[src/rtl/seq_arith_unit.sv]
// Clocked unsigned add/sub/multiply/divide unit with a start/busy/done handshake.
// Add, sub and divide-by-zero finish in 1 cycle; multiply and divide take WIDTH+1 cycles.
module seq_arith_unit #(
    parameter int WIDTH = 4,
    localparam int CNT_W = $clog2(WIDTH + 1)
) (
    input  logic               clk,
    input  logic               reset,
    input  logic               start,
    input  logic [1:0]         op,
    input  logic [WIDTH-1:0]   x,
    input  logic [WIDTH-1:0]   y,
    output logic [2*WIDTH-1:0] result,
    output logic               flag,
    output logic               busy,
    output logic               done
);

    localparam logic [1:0] IDLE = 2'd0;
    localparam logic [1:0] CALC = 2'd1;
    localparam logic [1:0] DONE = 2'd2;

    localparam logic [CNT_W-1:0] LAST_ITER = CNT_W'(WIDTH - 1);

    logic [1:0]         state_q,  state_d;
    logic               is_div_q, is_div_d;
    logic [WIDTH-1:0]   a_q,      a_d;
    logic [WIDTH-1:0]   acc_q,    acc_d;
    logic [WIDTH-1:0]   mq_q,     mq_d;
    logic [CNT_W-1:0]   cnt_q,    cnt_d;
    logic [2*WIDTH-1:0] result_q, result_d;
    logic               flag_q,   flag_d;

    logic [WIDTH:0]     add_sum;
    logic [WIDTH:0]     sub_diff;
    logic [WIDTH:0]     mul_sum;
    logic [WIDTH:0]     mul_add;
    logic [WIDTH-1:0]   mul_hi_n;
    logic [WIDTH-1:0]   mul_lo_n;
    logic [WIDTH:0]     div_trial;
    logic               div_ge;
    logic [WIDTH-1:0]   div_diff;
    logic [WIDTH-1:0]   rem_n;
    logic [WIDTH-1:0]   quo_n;

    // acc holds the product high half (mul) or the partial remainder (div);
    // mq holds the multiplier/product low half or the dividend/quotient.
    always_comb begin
        add_sub_defaults: begin
            add_sum  = {1'b0, x} + {1'b0, y};
            sub_diff = {1'b0, x} - {1'b0, y};
        end

        mul_sum  = {1'b0, acc_q} + {1'b0, a_q};
        mul_add  = mq_q[0] ? mul_sum : {1'b0, acc_q};
        mul_hi_n = mul_add[WIDTH:1];
        mul_lo_n = {mul_add[0], mq_q[WIDTH-1:1]};

        div_trial = {acc_q, mq_q[WIDTH-1]};
        div_ge    = (div_trial >= {1'b0, a_q});
        div_diff  = div_trial[WIDTH-1:0] - a_q;
        rem_n     = div_ge ? div_diff : div_trial[WIDTH-1:0];
        quo_n     = {mq_q[WIDTH-2:0], div_ge};

        state_d  = state_q;
        is_div_d = is_div_q;
        a_d      = a_q;
        acc_d    = acc_q;
        mq_d     = mq_q;
        cnt_d    = cnt_q;
        result_d = result_q;
        flag_d   = flag_q;

        case (state_q)
            IDLE: begin
                if (start) begin
                    is_div_d = op[0];
                    a_d      = y;
                    acc_d    = '0;
                    mq_d     = x;
                    cnt_d    = '0;
                    case (op)
                        2'b00: begin
                            result_d = {{(WIDTH-1){1'b0}}, add_sum};
                            flag_d   = add_sum[WIDTH];
                            state_d  = DONE;
                        end
                        2'b01: begin
                            result_d = {{WIDTH{1'b0}}, sub_diff[WIDTH-1:0]};
                            flag_d   = (x < y);
                            state_d  = DONE;
                        end
                        2'b10: state_d = CALC;
                        default: begin
                            if (y == '0) begin
                                result_d = {x, {WIDTH{1'b1}}};
                                flag_d   = 1'b1;
                                state_d  = DONE;
                            end else begin
                                state_d = CALC;
                            end
                        end
                    endcase
                end
            end
            CALC: begin
                cnt_d = cnt_q + CNT_W'(1);
                if (is_div_q) begin
                    acc_d = rem_n;
                    mq_d  = quo_n;
                end else begin
                    acc_d = mul_hi_n;
                    mq_d  = mul_lo_n;
                end
                if (cnt_q == LAST_ITER) begin
                    state_d = DONE;
                    if (is_div_q) begin
                        result_d = {rem_n, quo_n};
                        flag_d   = 1'b0;
                    end else begin
                        result_d = {mul_hi_n, mul_lo_n};
                        flag_d   = |mul_hi_n;
                    end
                end
            end
            DONE:    state_d = IDLE;
            default: state_d = IDLE;
        endcase
    end

    always_ff @(posedge clk) begin
        if (reset) begin
            state_q  <= IDLE;
            is_div_q <= 1'b0;
            a_q      <= '0;
            acc_q    <= '0;
            mq_q     <= '0;
            cnt_q    <= '0;
            result_q <= '0;
            flag_q   <= 1'b0;
        end else begin
            state_q  <= state_d;
            is_div_q <= is_div_d;
            a_q      <= a_d;
            acc_q    <= acc_d;
            mq_q     <= mq_d;
            cnt_q    <= cnt_d;
            result_q <= result_d;
            flag_q   <= flag_d;
        end
    end

    assign result = result_q;
    assign flag   = flag_q;
    assign busy   = (state_q != IDLE);
    assign done   = (state_q == DONE);

endmodule
[config.mk]
export PLATFORM = sky130hd
export DESIGN_NAME = seq_arith_unit
export DESIGN_NICKNAME = d
export VERILOG_FILES = /design/src/rtl/seq_arith_unit.sv
export SDC_FILE = /design/constraint.sdc
export NUM_CORES = 1
export LEC_CHECK = 0
export CAP_MARGIN = 40
export CORE_ASPECT_RATIO = 1.5
export CORE_MARGIN = 1.5
export CORE_UTILIZATION = 30
export CTS_CLUSTER_DIAMETER = 50
export CTS_CLUSTER_SIZE = 14
export DETAILED_ROUTE_END_ITERATION = 8
export GPL_ROUTABILITY_DRIVEN = 0
export SLEW_MARGIN = 20
export SYNTH_ARGS = -nofsm -noshare
export SYNTH_HDL_FRONTEND = slang
export SYNTH_SLANG_ARGS = --single-unit
[constraint.sdc]
create_clock -name clk -period 3.93 [get_ports clk]
set_input_delay 0.786 -clock clk [delete_from_list [all_inputs] [get_ports clk]]
set_output_delay 0.786 -clock clk [all_outputs]
set_load 0.03 [all_outputs]
# Yosys cells after proc, flatten, opt, wreduce, memory -nomap -nowiden
# Cells that the tools add are included.
# op_classes
eq_ne	9
addsub	5
n_reduce_logical	11
muxes	27
n_lt_le_gt_ge	2
# ops
operator	count
$mux W8	4
$pmux W8 S3	1
$mux W4	5
$pmux W4 S2	2
$pmux W8 S2	1
$add A4 B4 Y5	2
$pmux W2 S2	2
$sub A4 B4 Y4	2
$mux W2	3
$ne A2 B2 Y1 const B	3
$pmux W3 S2	1
$reduce_and A2 Y1	3
$ge A5 B4 Y1	1
$mux W5	1
$reduce_and A5 Y1	1
$eq A2 B1 Y1 const B	2
$eq A2 B2 Y1 const B	2
$logic_not A2 Y1	2
$logic_not A4 Y1	1
$lt A4 B4 Y1	1
$mux W1	4
$ne A4 B2 Y1 const B	1
$reduce_bool A2 Y1	2
$reduce_or A4 Y1	1
other kinds (6)	6
# totals
inputBits	13
register_bits	27

# Depth between registers and ports, before layout
# Gate-level depths: netlist (run 1).
# depth
ltp_word	6
mapped_depth	8
ltp_nobuf	8

# Least setup slack after synthesis (run 1)
# OpenSTA, ideal clock, no wires.
# synth_timing
path_type	input -> register
from	in op[0]
to	reg result_q[6], in the netlist result[6]
path_slack_ps	1837
n_path_buf	2
t_arrival_ps	2019
path_stages	7
path_cell_list	buf_6 or4b_1 nand2b_4 a21boi_4 buf_6 o21ai_1 a31oi_1
# synth_via
elab_chain_cells	4
word_cells_on_any_way	9
# synth_rtl
element	line_no	text
from (decl)	10	input logic [1:0] op,
$eq A2 B2 Y1 (tied with other cells)	82	case (op)
$pmux W8 S3	82	
$mux W8	76	if (start) begin
$pmux W8 S2	74	case (state_q)
to (signal assigned)	148	result_q <= result_d;
to (decl)	31	logic [2*WIDTH-1:0] result_q, result_d;
# Several ways; a longest one is shown, not always the timed one. The select of a mux whose other input is x is not followed.
# A chain may end at the register's enable or synchronous reset.

# Worst setup path in the final report (run 1)
# layout_timing
from	in op[0]
to	reg result_q[3], in the netlist result[3]
# The elaborated chain is that of the path after synthesis.

==> results.yml, run 1 <==
final_layout:
  syn_to_final_growth_pct: 17.3
  nNetsFinal: 306
  final_cell_mix: "nor2_1 (30), dfxtp_1 (27), clkdlybuf4s50_1 (23)"
  final_common_cell: "nor2_1"
  layout-drive-gt1-share_pct: 5.56
  design_area_mm2: 0.00234
  num_antenna_cells: 0
run:
  max_cap_violations: 0
placed_design:
  post_dp_cell_area_mm2: 0.00229
  hpwlAfterDp_um: 4360
  numPortBuffers: 23
  preCtsSetupSlack_ns: 0.960
global_routing:
  grt_start_max_net_pins: 18
  grtUsageTotal_pct: 15.9
  grt_pass1_vias: 1832
  grt_pass1_wl_um: 9010
  antenna_found_initial: 0
  overflow: 0
sta:
  fmax_mhz: 375
  setup_violations: 0
  report.final.hold_viol_count: 0
  timing.hold.ws_ns: 0.485
  fin_setup_tns_ns: 0
  fin_crit_ns: 2.67
  slew_violations: 0
  fin_crit_sh_pct: 67.9
  tightest_slew_ns: 0.604
  grt_setup_unrepaired: "no"
  setup_slack_ns: 1.26
  skew_ns: 0.00926
  relSlewSlack_pct: 58.7
power_and_ir_drop:
  fin_total_pwr_uw: 716
  powerDensity_mw_per_mm2: 306
  vdd.ir_drop.worst_mv: 0.147
  p_leak_uw: 0.000931
critical_path:
  critPathArrivalTime_ns: 2.85
  startpoint_type: "input port"
  reg2reg_from: "a_q[1]$_SDFFE_PP0P_"
  crit_fanout: 17
  end_kind: "flip-flop"
  reg2reg_depth: 7
  endpoint: "result[3]$_SDFFE_PP0P_"
  cp-startpoint: "op[0]"
  cp.required_ns: 4.12
  reg2reg_slack_ns: 1.77
  r2r-end: "acc_q[3]$_SDFFE_PP0P_"
  critPathKind: "in -> reg"
route:
  viasPerCell: 5.41
  finalWirelength_um: 5450
  wl_per_cell_um: 15.8
  initialDrtViolationCount: 62
  vias: 1873
  ant_nets: 0
  drcViolationCount: 0
  drtPass1Iterations: 4
synth:
  yosysWarningCount: 0
  synth_edf_count: 0
  avgSynthCellArea_um2: 8.00
  async_reset_ff_share_pct: 0
  synth_top_flop_cell: "dfxtp_1"
  synth_area_leaders: "dfxtp_1 (27%), ha_1 (11%), nor2_1 (5.7%), a21oi_1 (5.3%), nand2_1 (4.1%)"
  synth_fp_nets: 284
  ys_seq_area_share_pct: 27.1
  syn_inst: 249
  synth_top_area_share_pct: 27.1
  synth_seq_cells: 27
  synthesis.area_mm2: 0.00199
  synth_top_cell_by_area: "dfxtp_1"
  synth.distinct_cells: 47
floorplanning:
  core_area_mm2: 0.00644
  ioPinCount: 24
  die_y_um: 103
  die_w_um: 69.5
  num_rows: 36
  die_area_mm2: 0.00715
  start_util_pct: 30.9
clock_tree:
  cts.sinks: 27
  cts_hold_buf: 0
  clk_latency_ns: 0.29
  cts_setup_buffers: 0
  htreeDepth: 1
  numCtsBuffers: 3
  clk_path_buf_depth: 2
  clk_pin_slew_ns: 0.11
  root_buffer: "clkbuf_8"
  cts_resized: 0
  cts_tree: "built"
run_status:
  outcome: "finished, final reports clean"
min_path:
  hold_path.class: "reg -> reg"
metal layers:
layer | GRT usage (%) | part of all wire (%)
met1 | 18.0 | 40
met4 | 8.14 | 4.5
met2 | 29.4 | 52
met3 | 1.76 | 3.7
met5 | 0 | 0
stage by stage:
step                      utilization, %  std cells
after floorplan                        -        249
after global placement              35.5        342
after detailed placement            35.5        342
after CTS                           36.3        346
after global routing                36.3        346
final                               36.3        346
flip-flops by register name, summed over array words and instances (netlist names):
register and flops:
a_q 4, acc_q 4, cnt_q 3, flag 1, is_div_q 1, mq_q 4
result 8, state_q 2
cell usage after synthesis (2+ instances only):
master      n
or2_2       2
mux2i_1     7
a2111oi_0   2
o211ai_1    3
a211o_1     2
nand2b_1    6
dfxtp_1    27
clkbuf_1    5
mux2_2      3
a21oi_1    21
a21o_1      2
a31oi_1     6
nor2b_1     6
nand2_1    22
nor2_1     30
ha_1       18
inv_1      19
o31ai_1     2
buf_2       2
xnor2_1     2
and2_1      2
o21ai_0    12
xor2_1      2
nand3_1     8
fa_1        4
o21ai_1     3
a211oi_1    6
nor3_1      5
buf_6       2
cell type report:
cell class,instances,area (um2)
fill,666,4100
multi-input combinational,194,1330
sequential,27,541
timing repair buffer,26,253
tap,76,95.1
inverter,19,71.3
clock buffer,3,41.3
clock inverter,1,7.51
worst max-delay path: stages:
cell and delay (ns):
clkdlybuf4s50_1 0.67, or4b_1 0.50, nand2b_4 0.18, a21boi_4 0.38, nand2_1 0.09, o311ai_1 0.24
cells by family after synthesis:
| group | after synthesis | share of synthesized area [%] |
|---|---|---|
| AND/OR/NAND/NOR | 89 | 21.7 |
| multiplexers | 10 | 5.21 |
| buffers and inverters | 28 | 6.16 |
| flip-flops | 27 | 27.1 |
| adder cells (fa/ha/maj) | 22 | 15.3 |
| AO/OA/AOI/OAI | 69 | 22.7 |
| XOR/XNOR | 4 | 1.76 |
worst min-delay path by stage:
| stage | depth (start not counted) | to | start |
|---|---|---|---|
| global placement | 2 | mq_q[1]$_SDFFE_PP0P_ | mq_q[1]$_SDFFE_PP0P_ |
| detailed placement | 2 | result[2]$_SDFFE_PP0P_ | result[2]$_SDFFE_PP0P_ |
| floorplan | 1 | cnt_q[0]$_SDFFE_PP0P_ | cnt_q[0]$_SDFFE_PP0P_ |
| global route | 2 | mq_q[1]$_SDFFE_PP0P_ | mq_q[1]$_SDFFE_PP0P_ |
| CTS | 2 | result[2]$_SDFFE_PP0P_ | result[2]$_SDFFE_PP0P_ |
| finish | 1 | cnt_q[0]$_SDFFE_PP0P_ | cnt_q[0]$_SDFFE_PP0P_ |
where the power goes:
part           leakage [uW]  total (uW)  switching, uW  internal, uW
Combinational      0.000689         231            133          97.3
Clock             0.0000217         170           98.2          72.3
Sequential         0.000221         315           20.9           294
(Power assumes the default switching activity.)
==> run 2, diff against run 1 <==
==> constraint.sdc (replaced) <==
create_clock -name clk -period 2.7 [get_ports clk]
set_input_delay 0.54 -clock clk [delete_from_list [all_inputs] [get_ports clk]]
set_output_delay 0.54 -clock clk [all_outputs]
set_load 0.03 [all_outputs]
==> run 2 against run 1 <==
Sequential power grew 46%. Total power up 47%. Sequential share of layout area decreased by 0.37 points. Design area is 1.6% higher. Critical endpoint is now acc_q[3]$_SDFFE_PP0P_.
==> results.yml, run 2 (synthesized netlist as in run 1, its figures left out) <==
route:
  wl_per_cell_um: 16.3
  initialDrtViolationCount: 86
  drtPass1Iterations: 4
  finalWirelength_um: 5720
  ant_nets: 0
  drcViolationCount: 0
  vias: 1914
  viasPerCell: 5.45
floorplanning:
  core_area_mm2: 0.00644
  die_area_mm2: 0.00715
  start_util_pct: 30.9
  die_w_um: 69.5
  num_rows: 36
  ioPinCount: 24
  die_y_um: 103
critical_path:
  startpoint_type: "flip-flop"
  end_kind: "flip-flop"
  critPathArrivalTime_ns: 2.50
  crit_buf_inv: 1
  slowest_delay_ns: 0.71
  crit_path_frequent_cell: "a211oi_1"
  cp.required_ns: 2.90
  worstPathCellList: "inv_1 > ha_1 > nor2b_1 > o21ai_0 > a2111oi_0 > a211oi_1 > a211oi_1"
  crit_family: "compound AO/OA/AOI/OAI gates"
  crit_fanout: 4
  critPathKind: "reg -> reg"
  slowest_stage: "a2111oi_0"
sta:
  report.final.hold_viol_count: 0
  fin_crit_ns: 2.30
  grt_setup_unrepaired: "no"
  skew_ns: 0.00389
  tightest_slew_ns: 0.727
  slew_violations: 0
  fmax_mhz: 435
  fin_setup_tns_ns: 0
  setup_violations: 0
  relSlewSlack_pct: 50.3
  fin_crit_sh_pct: 85.2
power_and_ir_drop:
  switching_power_uw: 369
  power.internal_uw: 681
  powerDensity_mw_per_mm2: 442
  p_seq_share_pct: 43.7
  p_leak_uw: 0.000956
  vdd.ir_drop.worst_mv: 0.308
  switching_share_pct: 35.1
  p_comb_share_pct: 32.9
  fin_total_pwr_uw: 1050
  p_clk_share_pct: 23.5
final_layout:
  fillers: 682
  largest_register_ffs: 8
  seqCellArea_um2: 541
  syn_to_final_growth_pct: 19.2
  nNetsFinal: 311
  final_cell_mix: "nor2_1 (30), dfxtp_1 (27), clkdlybuf4s50_1 (23)"
  final_common_cell: "nor2_1"
  multiInputGateArea_mm2: 0.00133
  layout-drive-gt1-share_pct: 7.27
  num_antenna_cells: 0
run:
  max_cap_violations: 0
clock_tree:
  root_buffer: "clkbuf_8"
  clk_latency_ns: 0.28
  cts_tree: "built"
  cts_setup_buffers: 0
  clk_path_buf_depth: 2
  clk_pin_slew_ns: 0.10
  cts.sinks: 27
  cts_hold_buf: 0
  numCtsBuffers: 3
  htreeDepth: 1
  cts_resized: 0
placed_design:
  hpwlAfterDp_um: 4630
  numPortBuffers: 23
global_routing:
  grtUsageTotal_pct: 16.7
  overflow: 0
  grt_start_max_net_pins: 18
  grt_pass1_vias: 1881
  antenna_found_initial: 0
  grt_pass1_wl_um: 9400
min_path:
  hold_path.class: "reg -> reg"
run_status:
  outcome: "finished, final reports clean"
-- run 2: power groups by stage --
stage / Clock [uW] / Combinational (uW) / Sequential, uW
CTS: 249 / 345 / 459
finish: 247 / 345 / 459
detailed placement: 0 / 343 / 468
floorplan: 0 / 206 / 480
global placement: 0 / 340 / 468
global route: 265 / 383 / 463
-- run 2: final timing paths --
path | slack (ns) | from | endpoint | cells after the start
min | 0.48 | cnt_q[0]$_SDFFE_PP0P_ | cnt_q[0]$_SDFFE_PP0P_ | 1
min reg2reg | 0.48 | cnt_q[0]$_SDFFE_PP0P_ | cnt_q[0]$_SDFFE_PP0P_ | 1
max reg2reg | 0.40 | a_q[1]$_SDFFE_PP0P_ | acc_q[3]$_SDFFE_PP0P_ | 7
max | 0.40 | a_q[1]$_SDFFE_PP0P_ | acc_q[3]$_SDFFE_PP0P_ | 7
-- run 2: metal layers --
layer | global-route usage, % | part of all wire (%) | vias up
met5 | 0 | 0 | -
li1 | - | - | 936
met2 | 32.1 | 53 | 55
met3 | 2.05 | 3.8 | 21
met4 | 9.50 | 4.6 | 0
met1 | 17.5 | 38 | 902
-- run 2: through the flow --
stage	hold slack [ns]	util, %	worst slack (ns)	instance area [um2]	instances
floorplan	0.444	-	0.832	1990	249
global placement	0.465	36.1	0.194	2330	347
detailed placement	0.466	36.1	0.106	2330	347
CTS	0.485	36.9	0.414	2370	351
global route	0.502	36.9	0.282	2370	351
finish	0.481	36.9	0.399	2370	351
-- run 2: layout make-up --
class	instances	area share, %
Clock buffer	3	1.74
Multi-Input combinational cell	194	56.0
Tap cell	76	4.00
Clock inverter	1	0.316
Sequential cell	27	22.8
Timing Repair Buffer	31	12.2
Inverter	19	3.00
-- run 2: worst reg2reg max path, delay by kind of cell (launching register included) --
family                     cells  cell delay, ns
buffers and inverters          1            0.13
adders and majority gates      1            0.36
and+or+nand+nor                1            0.14
DFF                            1            0.40
AOI/OAI and AO/OA              4            1.19
